<file path="src/rtl/dock_pkg.sv">
// Shared types and defaults for the dock bus arbiter.
// Holds the arbiter state encoding and the default slot count.
package dock_pkg;

    localparam int NUM_SLOTS_DEFAULT = 5;
    localparam int OWNER_W           = 3;

    typedef enum logic [2:0] {
        IDLE,
        REQ_CPU,
        GRANT,
        RELEASE,
        DRAIN
    } arb_state_t;

endpackage

</file>
<file path="src/rtl/dock_sync2.sv">
// Two-flop synchronizer for asynchronous active-low bus handshake lines.
// Resets to all ones so every synchronized line reads as "inactive".
module dock_sync2 #(
    parameter int WIDTH = 1
) (
    input  logic             clk,
    input  logic             rst_n,
    input  logic [WIDTH-1:0] d,
    output logic [WIDTH-1:0] q
);

    logic [WIDTH-1:0] meta;

    always_ff @(posedge clk or negedge rst_n) begin
        if (!rst_n) begin
            meta <= '1;
            q    <= '1;
        end else begin
            meta <= d;
            q    <= meta;
        end
    end

endmodule

</file>
<file path="src/rtl/bus_arbiter.sv">
// Round-robin dock-slot bus arbiter: borrows the bus from the CPU for one slot
// at a time and always hands it back to the CPU between slot grants.
module bus_arbiter
    import dock_pkg::*;
#(
    parameter int NUM_SLOTS   = NUM_SLOTS_DEFAULT,
    parameter int HOLD_MAX    = 1024,
    parameter int TURN_CYCLES = 2
) (
    input  logic                 clk,
    input  logic                 rst_n,
    input  logic [NUM_SLOTS-1:0] slot_busreq_n,
    output logic [NUM_SLOTS-1:0] slot_busack_n,
    output logic                 cpu_busreq_n,
    input  logic                 cpu_busack_n,
    output logic [OWNER_W-1:0]   owner_slot,
    output logic                 owner_valid,
    output logic                 timeout
);

    localparam int                 HOLD_W    = $clog2(HOLD_MAX);
    localparam logic [HOLD_W-1:0]  HOLD_LAST = HOLD_W'(HOLD_MAX - 1);
    localparam logic [3:0]         TURN_LAST = 4'(TURN_CYCLES - 1);
    localparam logic [OWNER_W-1:0] LAST_SLOT = OWNER_W'(NUM_SLOTS - 1);

    logic [NUM_SLOTS-1:0] req_s;
    logic                 cpu_ack_s;

    arb_state_t           state, state_nx;
    logic [NUM_SLOTS-1:0] ack_nx;
    logic                 cpu_req_nx;
    logic [OWNER_W-1:0]   owner_nx;
    logic                 valid_nx;
    logic                 timeout_nx;
    logic [HOLD_W-1:0]    hold_cnt, hold_nx;
    logic [3:0]           turn_cnt, turn_nx;
    logic [OWNER_W-1:0]   last_owner, last_nx;
    logic                 granted, granted_nx;

    dock_sync2 #(.WIDTH(NUM_SLOTS)) u_req_sync (
        .clk   (clk),
        .rst_n (rst_n),
        .d     (slot_busreq_n),
        .q     (req_s)
    );

    dock_sync2 #(.WIDTH(1)) u_ack_sync (
        .clk   (clk),
        .rst_n (rst_n),
        .d     (cpu_busack_n),
        .q     (cpu_ack_s)
    );

    // First low request found scanning upward from the slot after last_owner.
    function automatic logic [OWNER_W-1:0] rr_pick(input logic [NUM_SLOTS-1:0] req_n,
                                                   input logic [OWNER_W-1:0]   last);
        logic [OWNER_W-1:0] pick;
        logic               found;
        int                 idx;
        pick  = '0;
        found = 1'b0;
        for (int i = 1; i <= NUM_SLOTS; i++) begin
            idx = (int'(last) + i) % NUM_SLOTS;
            if (!found && !req_n[idx]) begin
                pick  = OWNER_W'(idx);
                found = 1'b1;
            end
        end
        return pick;
    endfunction

    always_ff @(posedge clk or negedge rst_n) begin
        if (!rst_n) begin
            state         <= IDLE;
            slot_busack_n <= '1;
            cpu_busreq_n  <= 1'b1;
            owner_slot    <= '0;
            owner_valid   <= 1'b0;
            timeout       <= 1'b0;
            hold_cnt      <= '0;
            turn_cnt      <= '0;
            last_owner    <= LAST_SLOT;
            granted       <= 1'b0;
        end else begin
            state         <= state_nx;
            slot_busack_n <= ack_nx;
            cpu_busreq_n  <= cpu_req_nx;
            owner_slot    <= owner_nx;
            owner_valid   <= valid_nx;
            timeout       <= timeout_nx;
            hold_cnt      <= hold_nx;
            turn_cnt      <= turn_nx;
            last_owner    <= last_nx;
            granted       <= granted_nx;
        end
    end

    always_comb begin
        state_nx   = state;
        ack_nx     = slot_busack_n;
        cpu_req_nx = cpu_busreq_n;
        owner_nx   = owner_slot;
        timeout_nx = 1'b0;
        hold_nx    = hold_cnt;
        turn_nx    = turn_cnt;
        last_nx    = last_owner;
        granted_nx = granted;

        case (state)
            IDLE: begin
                if (!(&req_s)) begin
                    owner_nx   = rr_pick(req_s, last_owner);
                    cpu_req_nx = 1'b0;
                    granted_nx = 1'b0;
                    state_nx   = REQ_CPU;
                end
            end
            REQ_CPU: begin
                if (req_s[owner_slot]) begin
                    cpu_req_nx = 1'b1;
                    state_nx   = DRAIN;
                end else if (!cpu_ack_s) begin
                    ack_nx             = '1;
                    ack_nx[owner_slot] = 1'b0;
                    hold_nx            = '0;
                    granted_nx         = 1'b1;
                    state_nx           = GRANT;
                end
            end
            GRANT: begin
                hold_nx = hold_cnt + 1'b1;
                // A voluntary release or CPU withdrawal takes precedence over the hold limit.
                if (req_s[owner_slot] || cpu_ack_s) begin
                    ack_nx   = '1;
                    turn_nx  = '0;
                    state_nx = RELEASE;
                end else if (hold_cnt == HOLD_LAST) begin
                    ack_nx     = '1;
                    timeout_nx = 1'b1;
                    turn_nx    = '0;
                    state_nx   = RELEASE;
                end
            end
            RELEASE: begin
                if (turn_cnt == TURN_LAST) begin
                    cpu_req_nx = 1'b1;
                    state_nx   = DRAIN;
                end else begin
                    turn_nx = turn_cnt + 4'd1;
                end
            end
            DRAIN: begin
                if (cpu_ack_s) begin
                    if (granted) begin
                        last_nx = owner_slot;
                    end
                    state_nx = IDLE;
                end
            end
            default: state_nx = IDLE;
        endcase

        valid_nx = (state_nx == GRANT);
    end

endmodule

</file>
<file path="config.mk">
export PLATFORM = sky130hd
export DESIGN_NAME = bus_arbiter
export DESIGN_NICKNAME = d
export VERILOG_FILES = /design/src/rtl/dock_pkg.sv /design/src/rtl/dock_sync2.sv /design/src/rtl/bus_arbiter.sv
export SDC_FILE = /design/constraint.sdc
export NUM_CORES = 1
export LEC_CHECK = 0
export CELL_PAD_IN_SITES_DETAIL_PLACEMENT = 0
export CELL_PAD_IN_SITES_GLOBAL_PLACEMENT = 1
export CORE_ASPECT_RATIO = 1.1
export CORE_UTILIZATION = 47
export DETAILED_ROUTE_END_ITERATION = 12
export GPL_TIMING_DRIVEN = 1
export PLACE_DENSITY_LB_ADDON = 0.1
export SYNTH_ARGS = -nofsm -noshare
export SYNTH_HDL_FRONTEND = slang
export SYNTH_HIERARCHICAL = 1
export SYNTH_SLANG_ARGS = --single-unit
</file>
<file path="constraint.sdc">
create_clock -name clk -period 6.27 [get_ports clk]
set_input_delay 0.9405 -clock clk [delete_from_list [all_inputs] [get_ports clk]]
set_output_delay 0.9405 -clock clk [all_outputs]
set_load 0.03 [all_outputs]
</file>
==> summary.md, run 1 <==
Of the synthesized area, sequential elements account for 29.3%. For the count of cell types in the netlist, the log shows 90. In this run the worst hold path is classified as reg2reg. STA puts the critical path data arrival time at 4.98 ns. The clock passes through at most 2 buffers.

The top fanout value on the critical path was 11. The worst setup path is captured at a flip-flop. The total iterations of the first detailed-routing run was 5. The run finished with clean final reports. The synthesized design contains 0 enable-type register cells. In the post-synthesis netlist, the biggest area contributors are dfrtp_1 (16%), dfstp_2 (13%), ha_1 (8.8%), nor2_1 (4.7%), nand2_1 (3.8%). Of the cells placed in the final design, the portion with a size suffix greater than 1 is 16.7%. The worst path meets setup with 1.48 ns of slack.

In the synthesized netlist the dominant register cell turns out to be dfrtp_1. In the routed design, unresolved DRC markers number 0. Buffers added to address setup during post-CTS repair amount to 0. Prior to clock tree synthesis, the placed netlist has a worst setup slack of 1.57 ns.

Via density per instance: 5.90. The post-cts sizing count came out at 0. The die covers 0.00853 mm^2. The weighted congestion reported at the end of routability-driven placement was 0.826.

For the final layout net count, the log shows 478. The horizontal die dimension is 88.2 um, and the total design power is 0.00224 W. The final clock skew was 0.00993 ns. The worst path needs 4.79 ns of the cycle, external delays included.

The worst slew margin relative to its limit is 36.2%. The post-synthesis instance total is 438. The mapped netlist covers 0.00384 mm^2.

The share of synthesized area in the top cell type comes to 16.3%. Measured on the finished design, the core utilization comes to 52.6%. The layout has 748 filler cells. Dividing total power by cell area gives a power density of 538 mW/mm^2.

The logs give 209 MHz for the peak clock frequency supported by timing and 0 for the max-cap check violation count. The run gives 0 as the count of nets left with antenna violations after detail routing. Critical path class: reg2reg. The first global-routing pass estimated 15500 um of wire. The clock reaches the later pin of the worst-skew pair after 0.30 ns. Nature of the critical path startpoint: a flip-flop. The count of final max-slew check failures was 0; the flip-flop and latch count after synthesis was 44. TritonCTS created 5 clock buffers. The worst path uses 76.5% of the clock period.

The core area came out at 0.00791 mm^2. After clock tree synthesis, the clock-pin slew on the worst setup and hold paths is 0.09 ns. TritonCTS built the clock tree. The first routing iteration left 201 violations. The number of warnings issued by yosys is 6. The worst-margin pin slew was 0.958 ns; the maximum number of pins on one net before global-route repair was 45. The y dimension of the die is 96.8 um, and the number of core rows is 34. The logs give 0.000240 V for the highest ir drop seen on vdd and 9220 um for the routed wire length. The initial antenna violation count was 0; the post-synthesis net count was 473.

For this run, asynchronously set or reset flops after synthesis account for 100%. The post-detailed-route wirelength per cell is 16.7 um. After global routing the overflow that remains totals 0. For the final routed database, the setup TNS stands at 0 ns. The synthesized area per cell came out at 8.76 um^2.

The tools report the setup violation total in the final timing report as 0. Setup repair after global routing left no endpoint under its margin. Once the floorplan was initialized, standard cells occupied 48.5% of the core.

The tools report the master cell of the clock root buffer as clkbuf_8. Detailed placement finished with a half-perimeter wire length of 6800 um. For this design, the sink count on the clock tree is 44.

The number of levels in the clock H-tree came out at 2. The repair_antennas step left the layout with diodes totalling 0. The leakage power figure is 1.70 nW. The largest area contributor in the synthesized netlist was dfrtp_1. The area growth from synthesis to layout is 8.38%, and the count of vias placed by the detailed router is 3256. The count of boundary I/O pins is 19. After clock tree synthesis, the flow added hold-fix buffers numbering 0.

Hold is met by 0.358 ns. Count of endpoints failing hold in the final timing report: 0. In this run the tool buffered the top-level ports with 18 buffer cells. Number of global-route vias before repair: 3136. The run gives 6.45 ns as the endpoint required time on the critical path.

In the global route stage, overall resource usage came out at 23.2%.
-- cells by family (layout without fill, tap and decap cells) --
group           after synthesis  count (layout)  synth area share, %
simple gates                170             170                 22.8
xor+xnor                     19              19                 5.80
buf+inv                      46              52                 5.48
fa+ha+maj                    27              27                 8.80
flops                        44              44                 29.3
mux                          16              16                 4.60
compound gates              116             116                 23.2
-- report_power, final --
group          leakage [nW]  internal [W]  switching (W)
registers             0.531      0.000365      0.0000949
clock network        0.0552      0.000118      0.0000940
logic                  1.11      0.000619       0.000945
total                  1.70       0.00110        0.00113
-- path summary, 6_finish.rpt --
path | end | from | slack, ns | depth (start not counted)
worst max-delay path | owner_slot[0] | last_owner[1] | 1.48 | 17
worst min-delay path | u_req_sync/q[0] | u_req_sync/meta[0] | 0.36 | 0
worst max register to register | owner_slot[0] | last_owner[1] | 1.48 | 17
worst min register to register | u_req_sync/q[0] | u_req_sync/meta[0] | 0.36 | 0
max in group asynchronous | hold_cnt[4] | rst_n | 4.88 | 1
min in group asynchronous | turn_cnt[3] | rst_n | 0.78 | 1
-- through the flow --
stage / instances / cell area (um^2)
final: 552 / 4160
after CTS: 552 / 4160
after floorplan: 438 / 3840
after global routing: 552 / 4160
after global placement: 544 / 4050
after detailed placement: 544 / 4050
-- cells in the final DEF (no fill, tap or decap), drive strengths merged, types with 7 or more instances in the layout --
| master | instances |
|---|---|
| a21oi | 22 |
| a31oi | 7 |
| clkdlybuf4s50 | 17 |
| dfrtp | 25 |
| dfstp | 19 |
| ha | 27 |
| inv | 23 |
| mux2i | 12 |
| nand2 | 40 |
| nand3 | 9 |
| nand4 | 9 |
| nor2 | 48 |
| nor2b | 7 |
| nor3 | 21 |
| o21ai | 26 |
| xnor2 | 12 |
| xor2 | 7 |
-- cell type report --
cell class              instances  area [um^2]  area share (%)
flip-flops and latches         44         1120            27.0
clock buffers                   6         72.6            1.74
inverters                      24         93.8            2.26
repair buffers                 20          190            4.57
clock inverters                 2         35.0           0.842
multi-input cells             348         2510            60.3
well taps                     108          135            3.25
-- registers in the layout, summed over array words and instances (netlist names), 3 cells and up --
name and count:
owner_slot 3, slot_busack_n 5, u_req_sync/q 5, state 3
u_req_sync/meta 5, hold_cnt 10, turn_cnt 4, last_owner 3
-- Yosys cell counts (3+ instances only) --
| cell | n |
|---|---|
| a22o_1 | 3 |
| nor4_1 | 4 |
| a21o_2 | 3 |
| xnor2_1 | 8 |
| and3_1 | 3 |
| a211o_1 | 3 |
| clkbuf_1 | 16 |
| nand3_1 | 9 |
| dfstp_2 | 19 |
| o21ai_0 | 20 |
| ha_1 | 27 |
| o22ai_1 | 3 |
| a31oi_1 | 7 |
| o2111ai_1 | 6 |
| o221ai_1 | 3 |
| dfrtp_1 | 25 |
| mux2i_1 | 12 |
| xnor2_2 | 3 |
| a311oi_1 | 3 |
| a21oi_1 | 18 |
| nand2_1 | 39 |
| inv_1 | 20 |
| nor2_1 | 48 |
| o21ai_1 | 4 |
| nand4_1 | 9 |
| nor2b_1 | 7 |
| xor2_1 | 5 |
| o211ai_1 | 3 |
| mux2_2 | 3 |
| a21o_1 | 3 |
| or3_1 | 4 |
| a31o_2 | 3 |
| nor3_1 | 21 |
-- routing by layer --
| layer | vias up | global-route usage (%) | share of wire, % |
|---|---|---|---|
| met5 | - | 0 | 0 |
| met4 | 0 | 8.93 | 2.7 |
| met3 | 17 | 1.96 | 2.8 |
| met2 | 66 | 39.7 | 50 |
| met1 | 1565 | 30.1 | 45 |
| li1 | 1608 | - | - |
-- worst max-delay path, stage by stage (launching register included) --
cell and delay (ns):
dfrtp_1 0.48, ha_1 0.34, xnor2_4 0.43, inv_4 0.11, ha_1 0.21, nor2_1 0.20
a21oi_1 0.14, xnor2_2 0.32, ha_1 0.22, nor2b_1 0.20, a2111oi_2 0.08, nor3_1 0.74
nand3b_1 0.16, a211o_1 0.31, o311ai_2 0.10, nor4_4 0.07, or3_1 0.38, a22o_1 0.18
Note: power is estimated with default switching activity, not from simulation.
==> inputs of run 2 (changes only) <==
clock period = 4.76 ns   (was 6.27 ns; I/O delays follow)
==> run 2 against run 1 <==
Effect of this change:
- non-clock buffer count up 8
- first-iteration DRC count down 21%
- critical path depth up 1
- setup slack worse by 1.1 ns
- utilization up 0.59 points
- power up 32%
- critical endpoint unchanged
==> summary.md, run 2 (same netlist as run 1, synthesis figures left out) <==
The floorplan die area was 0.00853 mm^2 (unchanged); the worst slew margin relative to its limit was 36.5% (was 36.2%). The latest clock arrival within the worst-skew pair was 0.30 ns (about the same). The routed wire length is 9260 um (was 9220 um), and the share of layout cells above drive strength 1 is 18.1% (was 16.7%). The fill cell total of the finished layout is 777 (was 748). TritonCTS built the clock tree. The post-detailed-route wirelength per cell was 16.5 um (was 16.7 um). Number of levels in the clock H-tree: 2 (unchanged). The terminus of the critical flop-to-flop path was owner_slot[0] (unchanged). The logs give 3137 (was 3136) for the number of global-route vias before repair and 0 (unchanged) for the count of nets left with antenna violations after detail routing. Clock transition at the registers of the reported paths: 0.08 ns (was 0.09 ns).

The number of buffers inserted by post-CTS setup repair is 0 (unchanged), and the wire length of the first global-routing pass is 15300 um (was 15500 um). The logs give 0 (unchanged) for the max-cap check violation count and 0 (unchanged) for the setup violation total in the final timing report. The tools report the maximum number of pins on one net before global-route repair as 45 (unchanged).

The horizontal die dimension is 88.2 um (unchanged), and the number of clock sinks is 44 (unchanged). The kind of path behind the tightest hold check was reg2reg (unchanged). The post-cts sizing count was 0 (unchanged); the count of inserted antenna diode cells was 0 (unchanged).

The post-route clock period utilization is 91.5% (was 76.5%). The run finished with clean final reports. The tools report the final clock skew as 0.00752 ns (was 0.00993 ns). The number of hold buffers added after CTS is 0 (unchanged). The master of the slowest instance on the critical path was dfrtp_1 (was nor3_1).

The tools report the origin of the critical flop-to-flop path as last_owner[1] (unchanged). The tools report the master cell of the clock root buffer as clkbuf_8 (unchanged). The tools report the nature of the critical path startpoint as a flip-flop (unchanged). The most repeated library cell on the critical path was ha_1 (unchanged). The top fanout value on the critical path works out to 9 (was 11). The post-route DRC violation count is 0 (unchanged). The logs give 3249 (was 3256) for the count of vias placed by the detailed router and 0 (unchanged) for the count of endpoints failing hold in the final timing report. The worst stage delay on the critical path works out to 0.50 ns (was 0.74 ns). The critical path class is reg2reg (unchanged).

Total power density per cell area: 702 mW/mm^2 (was 538 mW/mm^2). The worst setup path startpoint is last_owner[1] (unchanged). The flip-flop count of the largest register after layout was 10 (unchanged); the total iterations of the first detailed-routing run was 4 (was 5). The logs give 0 ns (unchanged) for the setup total negative slack and 6880 um (was 6800 um) for the HPWL after detailed placement. Top register by number of flip-flops: hold_cnt (unchanged). For the core area, the log shows 0.00791 mm^2 (unchanged). For the endpoint required time on the critical path, the log shows 4.95 ns (was 6.45 ns). Area growth from synthesis to layout: 9.59% (was 8.38%). The final layout net count is 486 (was 478). The count of boundary I/O pins is 19 (unchanged), and the highest ir drop seen on vdd is 0.000281 V (was 0.000240 V).

The run gives 0.40 ns (was 1.48 ns) as the internal reg-to-reg setup slack. The global-route congestion overflow total was 0 (unchanged); the starting density of the core was 48.5% (unchanged). For the number of core rows, the log shows 34 (unchanged). The worst-margin pin slew was 0.952 ns (was 0.958 ns); the number of cell instances on the worst register-to-register path was 18 (was 17).

The run gives 5 (unchanged) as the number of clock buffers inserted by TritonCTS. The end of the critical path is owner_slot[0] (unchanged). The final critical delay including setup and external delays was 4.36 ns (was 4.79 ns). The initial antenna violation count is 0 (unchanged), and the worst hold margin is 0.352 ns (was 0.358 ns). The via density per instance is 5.80 (was 5.90), and the largest buffer count on any clock path is 2 (unchanged).

The tools report the overall track demand over capacity in global routing as 23.0% (was 23.2%). The iteration-0 DRC count of the detailed router was 158 (was 201). Setup repair after global routing left no endpoint under its margin. Critical path, cell by cell: ha_1 > xnor2_4 > inv_4 > ha_1 > nor2_1 > a21oi_1 > xnor2_2 > ha_1 > nor2b_1 > a2111oi_2 > nor3_1 > buf_4 > or3_1 > a211o_1 > o311ai_2 > nor4_4 > or3_1 > a22o_1 (was ha_1 > xnor2_4 > inv_4 > ha_1 > nor2_1 > a21oi_1 > xnor2_2 > ha_1 > nor2b_1 > a2111oi_2 > nor3_1 > nand3b_1 > a211o_1 > o311ai_2 > nor4_4 > or3_1 > a22o_1). Most frequent cells in the layout: nor2_1 (48), nand2_1 (39), ha_1 (27) (unchanged). The peak clock frequency supported by timing came out at 230 MHz (was 209 MHz). Count of buffers inserted at the top-level ports: 18 (unchanged). The most common cell after layout, fill and taps aside is nor2_1 (unchanged). Leakage power figure: 1.72 nW (was 1.70 nW).

The data arrival time at the worst-slack endpoint is 4.55 ns (was 4.98 ns), and the count of final max-slew check failures is 0 (unchanged). The y dimension of the die works out to 96.8 um (unchanged). The tools report the type of destination of the critical path as a flip-flop (unchanged). The run gives 0.865 (was 0.826) as the weighted congestion reported at the end of routability-driven placement.
-- run 2: cell count changes in the layout (fill, tap and decap cells not counted) --
cell,before,now
clkinv_2,2,1
buf_4,2,10
clkinvlp_4,0,1
clkbuf_8,5,6
bufinv_16,1,0
-- run 2: worst min path at each step --
stage | startpoint | endpoint | slack, ns | cells after the start
after global placement | u_req_sync/meta[3] | u_req_sync/q[3] | 0.35 | 0
after global routing | u_req_sync/meta[3] | u_req_sync/q[3] | 0.36 | 0
after CTS | u_req_sync/meta[3] | u_req_sync/q[3] | 0.36 | 0
after detailed placement | u_req_sync/meta[2] | u_req_sync/q[2] | 0.35 | 0
after floorplan | u_ack_sync/meta | u_ack_sync/q | 0.35 | 0
final | u_req_sync/meta[3] | u_req_sync/q[3] | 0.35 | 0
-- run 2: cell type report --
type	count	area [um^2]	share of cell area (%)
clock buffer	7	86.3	2.05
sequential	44	1120	26.7
multi-input combinational	348	2510	59.6
inverter	24	93.8	2.23
clock inverter	1	7.51	0.179
tap	108	135	3.21
timing repair buffer	28	250	5.95
-- run 2: power breakdown --
group	switching, W	internal, W	total (W)
Sequential	0.000131	0.000481	0.000611
Combinational	0.00124	0.000859	0.00209
Clock	0.000128	0.000118	0.000246
-- run 2: worst max-delay path: cells and delay by family, from the launching register on --
family | cells | cell delay, ns
xor+xnor | 2 | 0.38
flops | 1 | 0.50
compound gates | 5 | 1.05
buf+inv | 2 | 0.26
fa+ha+maj | 3 | 0.84
simple gates | 6 | 1.20
-- run 2: layer usage --
| layer | vias to the layer above | wire length, um | track usage, % | share of wire (%) |
|---|---|---|---|---|
| li1 | 1625 | - | - | - |
| met1 | 1550 | 4050 | 29.3 | 44 |
| met2 | 61 | 4760 | 40.6 | 51 |
| met3 | 13 | 295 | 2.13 | 3.2 |
| met4 | 0 | 155 | 7.20 | 1.7 |
| met5 | - | 0 | 0 | 0 |
-- run 2: metrics by stage --
step           cell area [um^2]  std cells  worst slack (ns)  power [W]  util, %
3_3_place_gp               4110        552             0.573    0.00268     52.0
5_1_grt                    4210        560             0.117    0.00320     53.1
6_report                   4210        560             0.404    0.00295     53.1
4_1_cts                    4210        560             0.406    0.00296     53.1
3_5_place_dp               4110        552             0.435    0.00270     52.0
2_1_floorplan              3840        438            0.0419    0.00220        -
==> edit 1 (flow settings as in run 1) <==
Make the reset (`rst_n`) synchronous in 2 clocked blocks. Comments in the files are not updated.
--- a/src/rtl/dock_sync2.sv
+++ b/src/rtl/dock_sync2.sv
@@ -11,7 +11,7 @@
 
     logic [WIDTH-1:0] meta;
 
-    always_ff @(posedge clk or negedge rst_n) begin
+    always_ff @(posedge clk) begin
         if (!rst_n) begin
             meta <= '1;
             q    <= '1;
--- a/src/rtl/bus_arbiter.sv
+++ b/src/rtl/bus_arbiter.sv
@@ -69,7 +69,7 @@
         return pick;
     endfunction
 
-    always_ff @(posedge clk or negedge rst_n) begin
+    always_ff @(posedge clk) begin
         if (!rst_n) begin
             state         <= IDLE;
             slot_busack_n <= '1;
Formal check against the unedited RTL: differs if rst_n is asserted again (counterexample within 4 cycles, from zero or initial values and one cycle with rst_n low); with rst_n held inactive, the same outputs for 10 cycles.
==> edit 1 against run 1 <==
- highest routed layer unchanged
- final cell count shrank 3.3%
- setup slack gained 0.063 ns
- die area shrank 6.1%
- largest cell class unchanged
- area after synthesis shrank 6.2%
- final area shrank 5.8%
- sequential cell count is the same
- critical path depth shrank 2
- routed wire length shrank 5.7%
Power is left out: it rests on default switching activity, and per cell area and clock period it moved more than threefold.
==> edit 1: results (changes against run 1) <==
Setup path:
- The setup slack of the most critical reg-to-reg path is 1.54 ns (+0.06 ns).
- The worst setup path endpoint is owner_slot[2]$_SDFFE_PN0P_.
- The worst register-to-register path begins at last_owner[0]$_SDFFE_PN0P_.
- The count of cells along the worst register-to-register path is 15 (-2).
- The largest fanout of any net on the critical path is 19 (+8).
- The data arrival time of the critical path is 4.91 ns (-0.07 ns).

Route:
- The DRC violation total after the first TritonRoute iteration came to 182 (-9.5%).
- The number of detailed-route iterations in the first pass is 4 (-1).
- The average wire per cell in the routed design was 16.3 µm (-2.6%).
- The detailed-routing wirelength on met1 came to 4.12 mm (+0.44%).
- The routed via count divided by cell count is 6.04 (+2.4%).

Global routing:
- The met3 global-route usage is 2.64% (+0.67 points).
- The met1 track demand over resource was 28.8% (-1.3 points).
- The total routing resource utilization after global routing is 22.5% (-0.72 points).
- The via count of the first global-routing pass is 3,016 (-3.8%).
- The global-route wire length before repair is 14.5 mm (-6.6%).
- The pin count of the biggest net entering global routing is 27 (-40%).
- The global-route met2 utilization came to 38.4% (-1.3 points).

Finish:
- The number of signal-net inverters in the final layout is 22 (-8.3%).
- The number of nets at the end of the flow is 480 (+0.42%).
- The number of sequential cells in the layout is 44 (unchanged).
- The fraction of area in multi-input gates came to 64.7% (+4.4 points).
- The sequential share of cell area is 22.5% (-4.6 points).
- The combined flip-flop and latch cell area came to 881 µm² (-22%).
- The fraction of layout cells with a size suffix above 1 came to 8.28% (-8.4 points).
- The number of clock buffer instances in the layout is 5 (-1).
- The final-layout non-clock buffer area share is 4.98% (+0.41 points).
- The number of fill cells came to 737 (-1.5%).
- The multi-input combinational gate total is 353 (+1.4%).

Clocking:
- The clock-pin slew on the worst setup and hold paths is 0.09 ns (about the same).

Logic synthesis:
- The sequential area share after synthesis is 24.5% (-4.8 points).
- The fraction of the mapped netlist area in compound gates was 21.6% (-1.6 points).
- The count of different cell masters after synthesis is 70 (-22%).
- The xor-xnor portion of the synthesized cell area is 4.59% (-1.2 points).
- The adder and majority gate portion of the synthesized area came to 9.04% (+0.23 points).
- For this run, the leading register cell type out of synthesis is sky130_fd_sc_hd__dfxtp_1.
- The number of instances in the synthesized netlist is 443 (+1.1%).

Placement:
- The post-detailed-placement half-perimeter wirelength is 6.34 mm (-6.7%).
- The placer congestion estimate is 0.853 (+3.2%).
- The placement-stage cell area was 0.00380 mm² (-6.1%).
- The worst slack at placement is 1.65 ns (+0.0783 ns).

Floorplan:
- The number of rows created at floorplan is 33 (-2.9%).

Timing:
- The worst hold margin was 0.408 ns (+0.0496 ns).
- The worst slew margin relative to its limit is 38.5% (+2.3 points).
- The setup skew after layout is 0.0113 ns (+0.00135 ns).
- The ratio of final minimum period to clock period is 75.5% (-1.0 points).

Worst hold path:
- The hold path startpoint is u_req_sync/meta[3]$_SDFF_PN1_.
- The number of cells on the worst hold path is 1 (+1).
- The capture endpoint of the worst hold path is u_req_sync/q[3]$_SDFF_PN1_.

Outcome:
- The flow ran to the end, and the final reports show no timing, DRC or antenna violations.
edit 1: cell count changes after synthesis, sizes merged, moves of 12 or more:
cell / delta
dfrtp: -25
dfstp: -19
dfxtp: +44
nand2: -12
nand2b: +24
edit 1: worst max-delay path, stage by stage (launching register included):
cell and delay [ns]:
sky130_fd_sc_hd__dfxtp_1 0.56, sky130_fd_sc_hd__inv_2 0.20, sky130_fd_sc_hd__ha_1 0.71, sky130_fd_sc_hd__inv_1 0.39, sky130_fd_sc_hd__ha_1 0.31, sky130_fd_sc_hd__inv_1 0.05
sky130_fd_sc_hd__ha_1 0.22, sky130_fd_sc_hd__nand4b_1 0.27, sky130_fd_sc_hd__o211a_1 0.24, sky130_fd_sc_hd__o311ai_0 0.41, sky130_fd_sc_hd__a221oi_2 0.13, sky130_fd_sc_hd__a21oi_2 0.31
sky130_fd_sc_hd__nand3_2 0.15, sky130_fd_sc_hd__nor4b_4 0.35, sky130_fd_sc_hd__or3_1 0.19, sky130_fd_sc_hd__o32ai_2 0.09
==> edit 2 (config.mk and constraints of run 1) <==
Without the edit above. Set the package constant `NUM_SLOTS_DEFAULT` to 6 (it was 5).
--- a/src/rtl/dock_pkg.sv
+++ b/src/rtl/dock_pkg.sv
@@ -2,7 +2,7 @@
 // Holds the arbiter state encoding and the default slot count.
 package dock_pkg;
 
-    localparam int NUM_SLOTS_DEFAULT = 5;
+    localparam int NUM_SLOTS_DEFAULT = 6;
     localparam int OWNER_W           = 3;
 
     typedef enum logic [2:0] {
Interface: changed (resized slot_busack_n and slot_busreq_n); port bits go from 19 to 21. No check against the original RTL was run, so the function may have changed too.
==> edit 2 against run 1 <==
- sequential cell count increased by 3
- setup slack better by 0.82 ns
- area after synthesis fell by 22%
- maximum frequency increased by 21%
- count of clock-buffer cells in the layout unchanged
- total power fell by 30%
- routed wire length fell by 28%
- final area decreased by 20%
- final cell count shrank 24%
- largest cell class unchanged
==> edit 2: results (changes against run 1) <==
Logic synthesis:
- The adder and majority gate portion of the synthesized area was 7.08% (-1.7 points).
- The fraction of synthesized area in multiplexers is 6.04% (+1.4 points).
- Yosys attributes the largest share of cell area to sky130_fd_sc_hd__dfstp_2, sky130_fd_sc_hd__dfrtp_1, sky130_fd_sc_hd__ha_1.
- The xor-xnor portion of the synthesized cell area is 4.00% (-1.8 points).
- The count of different cell masters after synthesis is 64 (-29%).
- The synthesized area per cell is 9.21 µm² (+5.1%).
- The total nets after synthesis was 352 (-26%).
- The fraction of the mapped netlist area in compound gates came to 19.4% (-3.8 points).
- By count the netlist is led by sky130_fd_sc_hd__nor2_1, sky130_fd_sc_hd__nand2_1, sky130_fd_sc_hd__dfrtp_1, sky130_fd_sc_hd__a21oi_1, sky130_fd_sc_hd__dfstp_2.
- The sequential area share after synthesis is 40.1% (+11 points).

Placement:
- The placer congestion estimate is 0.781 (-5.5%).
- The total instance count after detailed placement is 411 (-24%).
- The post-detailed-placement half-perimeter wirelength is 4.89 mm (-28%).
- The placement-stage cell area is 0.00323 mm² (-20%).
- The number of buffer cells added on primary ports is 20 (+2).

Finish:
- The number of nets at the end of the flow is 364 (-24%).
- The clock network area share is 2.64% (+0.050 points).
- hold_cnt holds more flip-flops than any other register.
- The multi-input combinational gate total is 243 (-30%).
- The number of fill cells is 574 (-23%).
- The post-layout instance count excluding filler cells is 419 (-24%).
- The number of signal-net inverters in the final layout is 21 (-13%).
- The combined flip-flop and latch cell area came to 0.00120 mm² (+7.1%).
- The fraction of area in multi-input gates was 49.7% (-11 points).
- The final-layout non-clock buffer area share is 5.88% (+1.3 points).
- The number of buffers outside the clock class in the layout came to 20 (unchanged).

Setup path:
- The largest fanout of any net on the critical path is 19 (+8).
- The endpoint identified for the worst register-to-register timing path is owner_slot[1]$_DFFE_PN0P_.
- The cell family contributing the most delay on the critical path is compound AO/OA/AOI/OAI gates.
- The setup slack of the most critical reg-to-reg path came to 2.30 ns (+0.82 ns).
- The launch point of the worst reg-to-reg path is last_owner[0]$_DFFE_PN1P_.
- The slowest cell on the critical path is sky130_fd_sc_hd__dfstp_2.

Timing:
- The worst hold margin is 0.359 ns (+0.00130 ns).
- The setup skew after layout is 0.00737 ns (-0.00257 ns).
- The worst slew margin relative to its limit is 32.0% (-4.2 points).

Outcome:
- The run finished with clean final reports.

Floorplan:
- The number of well taps is 80 (-26%).

Power:
- The static leakage is 1.39 nW (-18%).
- The net switching share of the total power was 47.2% (-3.5 points).

Route:
- The routed via count divided by cell count came to 5.65 (-4.1%).
- The aggregate routed wire length was 6.64 mm (-28%).
- The DRC violation total after the first TritonRoute iteration was 102 (-49%).

Worst hold path:
- The hold path startpoint is u_req_sync/meta[3]$_DFF_PN1_.
- The capture endpoint of the worst hold path is u_req_sync/q[3]$_DFF_PN1_.

Global routing:
- The global-route wire length before repair is 10.8 mm (-30%).
- The via count of the first global-routing pass came to 2,250 (-28%).
==> edit 2: cell types whose count changed in the layout (fill, tap and decap cells not counted), sizes merged, moves of 4 or more <==
cell and change:
dfstp +4, o22ai -4, o2111ai -5, nand2 -15, nor2 -17, a211oi +4, nor3 -14, xnor2 -7
o31ai +5, a21o -4, o21ai -6, a21oi +4, ha -10
==> edit 2: metal layers <==
layer  share of wire, %  wire, µm  GRT usage [%]
met1                 45      2960           24.7
met2                 52      3420           38.3
met3                2.3       154           4.04
met4                1.6       103           6.06
met5                  0         0              0
==> edit 2: through the flow <==
stage               power, mW  setup slack (ns)
floorplan                1.17              2.86
detailed placement       1.39              2.36
CTS                      1.59              2.34
global placement         1.39              2.49
finish                   1.57              2.30
global route             1.70              2.04
==> edit 2: worst max path at each step <==
stage / startpoint / depth (start not counted) / endpoint / slack, ns
finish: last_owner[0]$_DFFE_PN1P_ / 12 / owner_slot[1]$_DFFE_PN0P_ / 2.30
global route: last_owner[0]$_DFFE_PN1P_ / 12 / owner_slot[1]$_DFFE_PN0P_ / 2.04
CTS: last_owner[0]$_DFFE_PN1P_ / 12 / owner_slot[1]$_DFFE_PN0P_ / 2.34
detailed placement: last_owner[0]$_DFFE_PN1P_ / 12 / owner_slot[1]$_DFFE_PN0P_ / 2.36
global placement: last_owner[0]$_DFFE_PN1P_ / 12 / owner_slot[1]$_DFFE_PN0P_ / 2.49
floorplan: last_owner[0]$_DFFE_PN1P_ / 15 / owner_slot[1]$_DFFE_PN0P_ / 2.86
==> edit 2: logic make-up (layout without fill, tap and decap cells) <==
kind of cell / Yosys count / count (layout)
flops: 47 / 47
buf+inv: 36 / 49
xor+xnor: 12 / 12
simple gates: 111 / 111
compound gates: 86 / 86
mux: 17 / 17
fa+ha+maj: 17 / 17
